### src/rtl/mmr_pkg.sv
// Shared types for the multi-mode register: operation codes and FSM states.
package mmr_pkg;

    typedef enum logic [2:0] {
        OP_HOLD = 3'b000,
        OP_XOR  = 3'b001,
        OP_AND  = 3'b010,
        OP_LOAD = 3'b011,
        OP_SHL  = 3'b100,
        OP_SHR  = 3'b101,
        OP_ADD  = 3'b110,
        OP_SUB  = 3'b111
    } op_e;

    typedef enum logic {
        IDLE = 1'b0,
        RUN  = 1'b1
    } state_e;

endpackage

### src/rtl/multi_mode_reg_alu.sv
// Combinational update function: computes the next q and carry for one iteration.
module mmr_alu
    import mmr_pkg::*;
#(
    parameter int WIDTH = 8
) (
    input  op_e              op,
    input  logic [WIDTH-1:0] q,
    input  logic [WIDTH-1:0] a,
    input  logic [WIDTH-1:0] b,
    output logic [WIDTH-1:0] next_q,
    output logic             next_carry
);

    logic [WIDTH:0] wide;

    // Select the operation; ADD/SUB use a WIDTH+1 result so the top bit is carry/borrow.
    always_comb begin
        next_q     = q;
        next_carry = 1'b0;
        wide       = '0;
        case (op)
            OP_HOLD: next_q = q;
            OP_XOR:  next_q = q ^ a;
            OP_AND:  next_q = a & b;
            OP_LOAD: next_q = a;
            OP_SHL: begin
                next_q     = {q[WIDTH-2:0], b[0]};
                next_carry = q[WIDTH-1];
            end
            OP_SHR: begin
                next_q     = {b[0], q[WIDTH-1:1]};
                next_carry = q[0];
            end
            OP_ADD: begin
                wide       = {1'b0, q} + {1'b0, a};
                next_q     = wide[WIDTH-1:0];
                next_carry = wide[WIDTH];
            end
            OP_SUB: begin
                wide       = {1'b0, q} - {1'b0, a};
                next_q     = wide[WIDTH-1:0];
                next_carry = wide[WIDTH];
            end
            default: next_q = q;
        endcase
    end

endmodule

### src/rtl/multi_mode_reg.sv
// Iterative multi-mode register: applies a latched operation rep+1 times after start.
//
//   state | meaning
//   ------+---------------------------------------------------------
//   IDLE  | waiting for start; q and carry hold
//   RUN   | one update per edge until the count reaches zero or abort
module multi_mode_reg
    import mmr_pkg::*;
#(
    parameter int WIDTH = 8,
    parameter int CNT_W = 4
) (
    input  logic             clk,
    input  logic             rst_n,
    input  logic             start,
    input  logic [2:0]       op,
    input  logic [WIDTH-1:0] a,
    input  logic [WIDTH-1:0] b,
    input  logic [CNT_W-1:0] rep,
    input  logic             abort,
    output logic [WIDTH-1:0] q,
    output logic             busy,
    output logic             done,
    output logic             zero,
    output logic             carry
);

    state_e           state, next_state;
    op_e              op_r;
    logic [WIDTH-1:0] a_r, b_r;
    logic [CNT_W-1:0] cnt;
    logic [WIDTH-1:0] next_q;
    logic             next_carry;
    logic             accept;
    logic             update;

    assign busy   = (state == RUN);
    assign zero   = (q == '0);
    assign accept = (state == IDLE) && start;
    // Abort wins over the update that would otherwise happen on the same edge.
    assign update = (state == RUN) && !abort;

    mmr_alu #(.WIDTH(WIDTH)) u_alu (
        .op         (op_r),
        .q          (q),
        .a          (a_r),
        .b          (b_r),
        .next_q     (next_q),
        .next_carry (next_carry)
    );

    // State register.
    always_ff @(posedge clk or negedge rst_n) begin
        if (!rst_n) state <= IDLE;
        else        state <= next_state;
    end

    // Next-state decode.
    always_comb begin
        next_state = state;
        case (state)
            IDLE: if (start) next_state = RUN;
            RUN:  if (abort || cnt == '0) next_state = IDLE;
            default: next_state = IDLE;
        endcase
    end

    // Operand latches, repeat counter, q/carry update and the done pulse.
    always_ff @(posedge clk or negedge rst_n) begin
        if (!rst_n) begin
            op_r  <= OP_HOLD;
            a_r   <= '0;
            b_r   <= '0;
            cnt   <= '0;
            q     <= '0;
            carry <= 1'b0;
            done  <= 1'b0;
        end else begin
            done <= 1'b0;
            if (accept) begin
                op_r <= op_e'(op);
                a_r  <= a;
                b_r  <= b;
                cnt  <= rep;
            end else if (update) begin
                q     <= next_q;
                carry <= next_carry;
                if (cnt == '0) done <= 1'b1;
                else           cnt  <= cnt - CNT_W'(1);
            end
        end
    end

endmodule

### config.mk
export PLATFORM = sky130hd
export DESIGN_NAME = multi_mode_reg
export DESIGN_NICKNAME = d
export VERILOG_FILES = /design/src/rtl/mmr_pkg.sv /design/src/rtl/multi_mode_reg_alu.sv /design/src/rtl/multi_mode_reg.sv
export SDC_FILE = /design/constraint.sdc
export NUM_CORES = 1
export LEC_CHECK = 0
export BUFFER_PORTS_ARGS = -buffer_cell sky130_fd_sc_hd__buf_4
export CORE_MARGIN = 1.5
export CORE_UTILIZATION = 57
export DETAILED_ROUTE_END_ITERATION = 8
export GPL_TIMING_DRIVEN = 0
export PLACE_DENSITY = 0.8
export SLEW_MARGIN = 20
export SYNTH_ARGS = -nofsm -noshare
export SYNTH_HDL_FRONTEND = slang
export SYNTH_SLANG_ARGS = --single-unit
### constraint.sdc
create_clock -name clk -period 2.44 [get_ports clk]
set_clock_uncertainty 0.15 [all_clocks]
set_input_delay 0.488 -clock clk [delete_from_list [all_inputs] [get_ports clk]]
set_output_delay 0.488 -clock clk [all_outputs]
set_load 0.01 [all_outputs]
==> metrics <==
status finished with violations; failing checks negative hold slack; R2R cell count 8; drc violations 0; Cell variety after synth 55; cell taking the most area after synthesis dfrtp_1; Layout Utilization 0.716; DIE AREA 0.00472 sq mm; die height 68.7 um; Remaining Overflow, GRT 0; n_diodes 0; flop and latch count out of synthesis 34; WL final 6.52 mm; Leakage 0.00137 uW; Fin Hold WS -19.0 ps; period utilization 0.954; first-pass GRT wire length 10.5 mm; worst slew pin tran 615 ps; initial antenna violation count 0; overall global routing resource usage 0.312; power density cells 1310 mW/mm^2; Async SR Flop Fraction 1.00; later-pin clock latency in the skew report 290 ps; I/O pin total 39; post-synth top area share 0.346; Worst IR Drop VDD 648 uV; Fmax 0.429 GHz; Critical Path Fanout Max 8; CTS max path bufs 2; CTS sink count 34; via count of the routed design 2,324; number of global-route vias before repair 2,110; H-tree levels 2; vias per cell 5.91; met2 WL 3.03 mm; Root Driver clkbuf_8; crit start category register; CP bufs+invs 1; placer congestion estimate 0.949; WL met3 489 um; Inserted Clock Buffers 5; port bufs 38; Worst Setup Path Type register to register; Routed Antenna Nets 0; CP max stage delay 480 ps; TritonRoute pass-1 iters 6; Hold Vio Cnt, Final 29; Setup-failing EPs final 0; Slowest cell on crit path dfrtp_1; synthesis-to-layout area growth 18.9%; post-route minimum period 2330 ps; worst reg2reg path startpoint q[4]$_DFFE_PN0P_; Top Metal Used met4; Total Neg Setup Slack 0 ps; largest net degree at the start of global routing 35; Req. time, crit path 2490 ps; Post-DP HPWL 4.76 mm; WL met1 2.91 mm; Avg Cell Area, Syn 8.34 sq um; Initial Utilization 0.602; Synth Instances 295; Reg2Reg Setup Slack 110 ps; Worst Setup End Kind register; Post-synth EDFFs 0; average wire per standard cell 16.6 um; Core Footprint 0.00409 sq mm; critical path data arrival time 2380 ps; synthesized area 0.00246 sq mm; Rows 23; syn nets 341; kind of cell adding the most delay to the critical path compound AO/OA/AOI/OAI gates; Top FF cell, synth dfrtp_1; top cells by area, synth dfrtp_1, nand2_1, ha_1, a21oi_1, o21ai_0; max-slew violations 0; layout net count 388; DRT iter0 DRCs 225; FF-to-FF End q[7]$_DFFE_PN0P_; Seq/Total Area, Yosys 0.346; Syn. warnings 0; critical path, cell by cell ha_1 -> buf_2 -> nor2_2 -> a221oi_2 -> o22ai_1 -> nor3_1 -> a311o_1 -> o22ai_1; Worst slew margin 0.590; RSZ-0062 raised after global routing false; clk slew on worst S/H paths 80 ps; CTS tree done; max_cap viols 0; Die X 68.7 um; Most Frequent Cell on Critical Path o22ai_1; min-delay worst type input port to async pin; layout cells sized above 1 0.239
layout make-up:
| class | instances | area, sq um |
|---|---|---|
| plain buffers | 17 | 86.3 |
| clock buffers | 7 | 86.3 |
| clock inverters | 1 | 5.00 |
| fillers | 353 | 1160 |
| inverters | 17 | 63.8 |
| multi-input cells | 227 | 1470 |
| flip-flops and latches | 34 | 855 |
| well taps | 50 | 62.6 |
| repair buffers | 40 | 300 |
repair_timing:
item | in CTS | in global routing
gates resized for setup | 1 | 6
setup buffers | 0 | 2
hold buffers | 0 | 0
endpoints found under the setup margin | 1 | 5
flip-flops by register name (all words and copies together) (netlist names):
register,cells
done,1
busy,1
carry,1
b_r,8
op_r,3
a_r,8
q,8
cnt,4
cells in the mapped netlist, types with 2 or more instances:
cell and number:
a21o_1 4, a21oi_1 26, a31oi_1 3, buf_2 8, buf_4 3, clkbuf_1 4, dfrtp_1 34, fa_1 2
ha_1 17, inv_1 15, inv_2 2, mux2_2 3, mux2i_1 6, mux4_2 2, nand2_1 61, nand2b_1 2
nand3_1 2, nor2_1 21, nor2b_1 7, nor3_1 2, nor3b_1 2, o211ai_1 2, o21ai_0 24, o21ai_1 3
o221a_2 2, o22ai_1 2, o2bb2ai_1 2, or4_1 2, xnor2_1 6
routing by layer:
| metal | track usage | vias to the layer above |
|---|---|---|
| met2 | 0.510 | 124 |
| met3 | 0.0471 | 13 |
| met1 | 0.428 | 1072 |
| met4 | 0.0956 | 0 |
| li1 | - | 1115 |
| met5 | 0 | - |
cell families (layout without fill, tap and decap cells):
| group | after synthesis | in the layout | share of synthesized area |
|---|---|---|---|
| XOR/XNOR | 6 | 6 | 0.0214 |
| AO/OA/AOI/OAI | 85 | 85 | 0.222 |
| AND/OR/NAND/NOR | 106 | 106 | 0.190 |
| flip-flops | 34 | 34 | 0.346 |
| adder cells (fa/ha/maj) | 19 | 19 | 0.103 |
| multiplexers | 11 | 11 | 0.0565 |
| buffers and inverters | 34 | 82 | 0.0610 |
worst max path at each step:
stage	start	endpoint	slack, ps	depth (start not counted)
3_5_place_dp	q[0]$_DFFE_PN0P_	q[6]$_DFFE_PN0P_	-40	9
2_1_floorplan	q[0]$_DFFE_PN0P_	q[1]$_DFFE_PN0P_	250	6
6_report	q[4]$_DFFE_PN0P_	q[7]$_DFFE_PN0P_	110	8
3_3_place_gp	q[0]$_DFFE_PN0P_	q[6]$_DFFE_PN0P_	-50	9
5_1_grt	q[4]$_DFFE_PN0P_	q[7]$_DFFE_PN0P_	60	8
4_1_cts	q[0]$_DFFE_PN0P_	q[6]$_DFFE_PN0P_	40	9
worst register-to-register path, stage by stage, from the launching register on:
cell      delay [ps]
dfrtp_1          480
ha_1             320
buf_2            180
nor2_2           200
a221oi_2          90
o22ai_1          230
nor3_1            90
a311o_1          330
o22ai_1          190
where the power goes:
part | switching, uW | total (uW) | internal [uW]
sequential | 265 | 1050 | 784
clock | 223 | 451 | 228
combinational | 1310 | 2320 | 1010
total | 1790 | 3820 | 2030
cells in the final DEF (no fill, tap or decap), types with 3 or more instances in the layout:
cell	Yosys	routed
xnor2_1	6	6
buf_4	3	43
a21oi_1	26	26
dfrtp_1	34	31
clkbuf_1	4	5
buf_2	8	8
a21o_1	4	4
clkbuf_8	0	6
o21ai_0	24	22
nand2_1	61	61
mux2i_1	6	6
ha_1	17	17
mux2_2	3	3
inv_1	15	15
nor2b_1	7	7
dfrtp_2	0	3
o21ai_1	3	5
nor2_1	21	20
a31oi_1	3	3
through the flow:
| stage | worst slack [ps] | std cells | power [uW] | cell area (sq um) | hold WS [ps] |
|---|---|---|---|---|---|
| floorplan | 248 | 295 | 2630 | 2460 | 42.4 |
| global placement | -53.5 | 383 | 3230 | 2810 | 308 |
| detailed placement | -39.7 | 383 | 3280 | 2810 | 314 |
| CTS | 39.6 | 391 | 3730 | 2900 | 3.71 |
| global route | 55.3 | 393 | 4130 | 2920 | 30.0 |
| finish | 111 | 393 | 3820 | 2920 | -19.0 |
No activity file was read; power rests on OpenSTA's default activity.
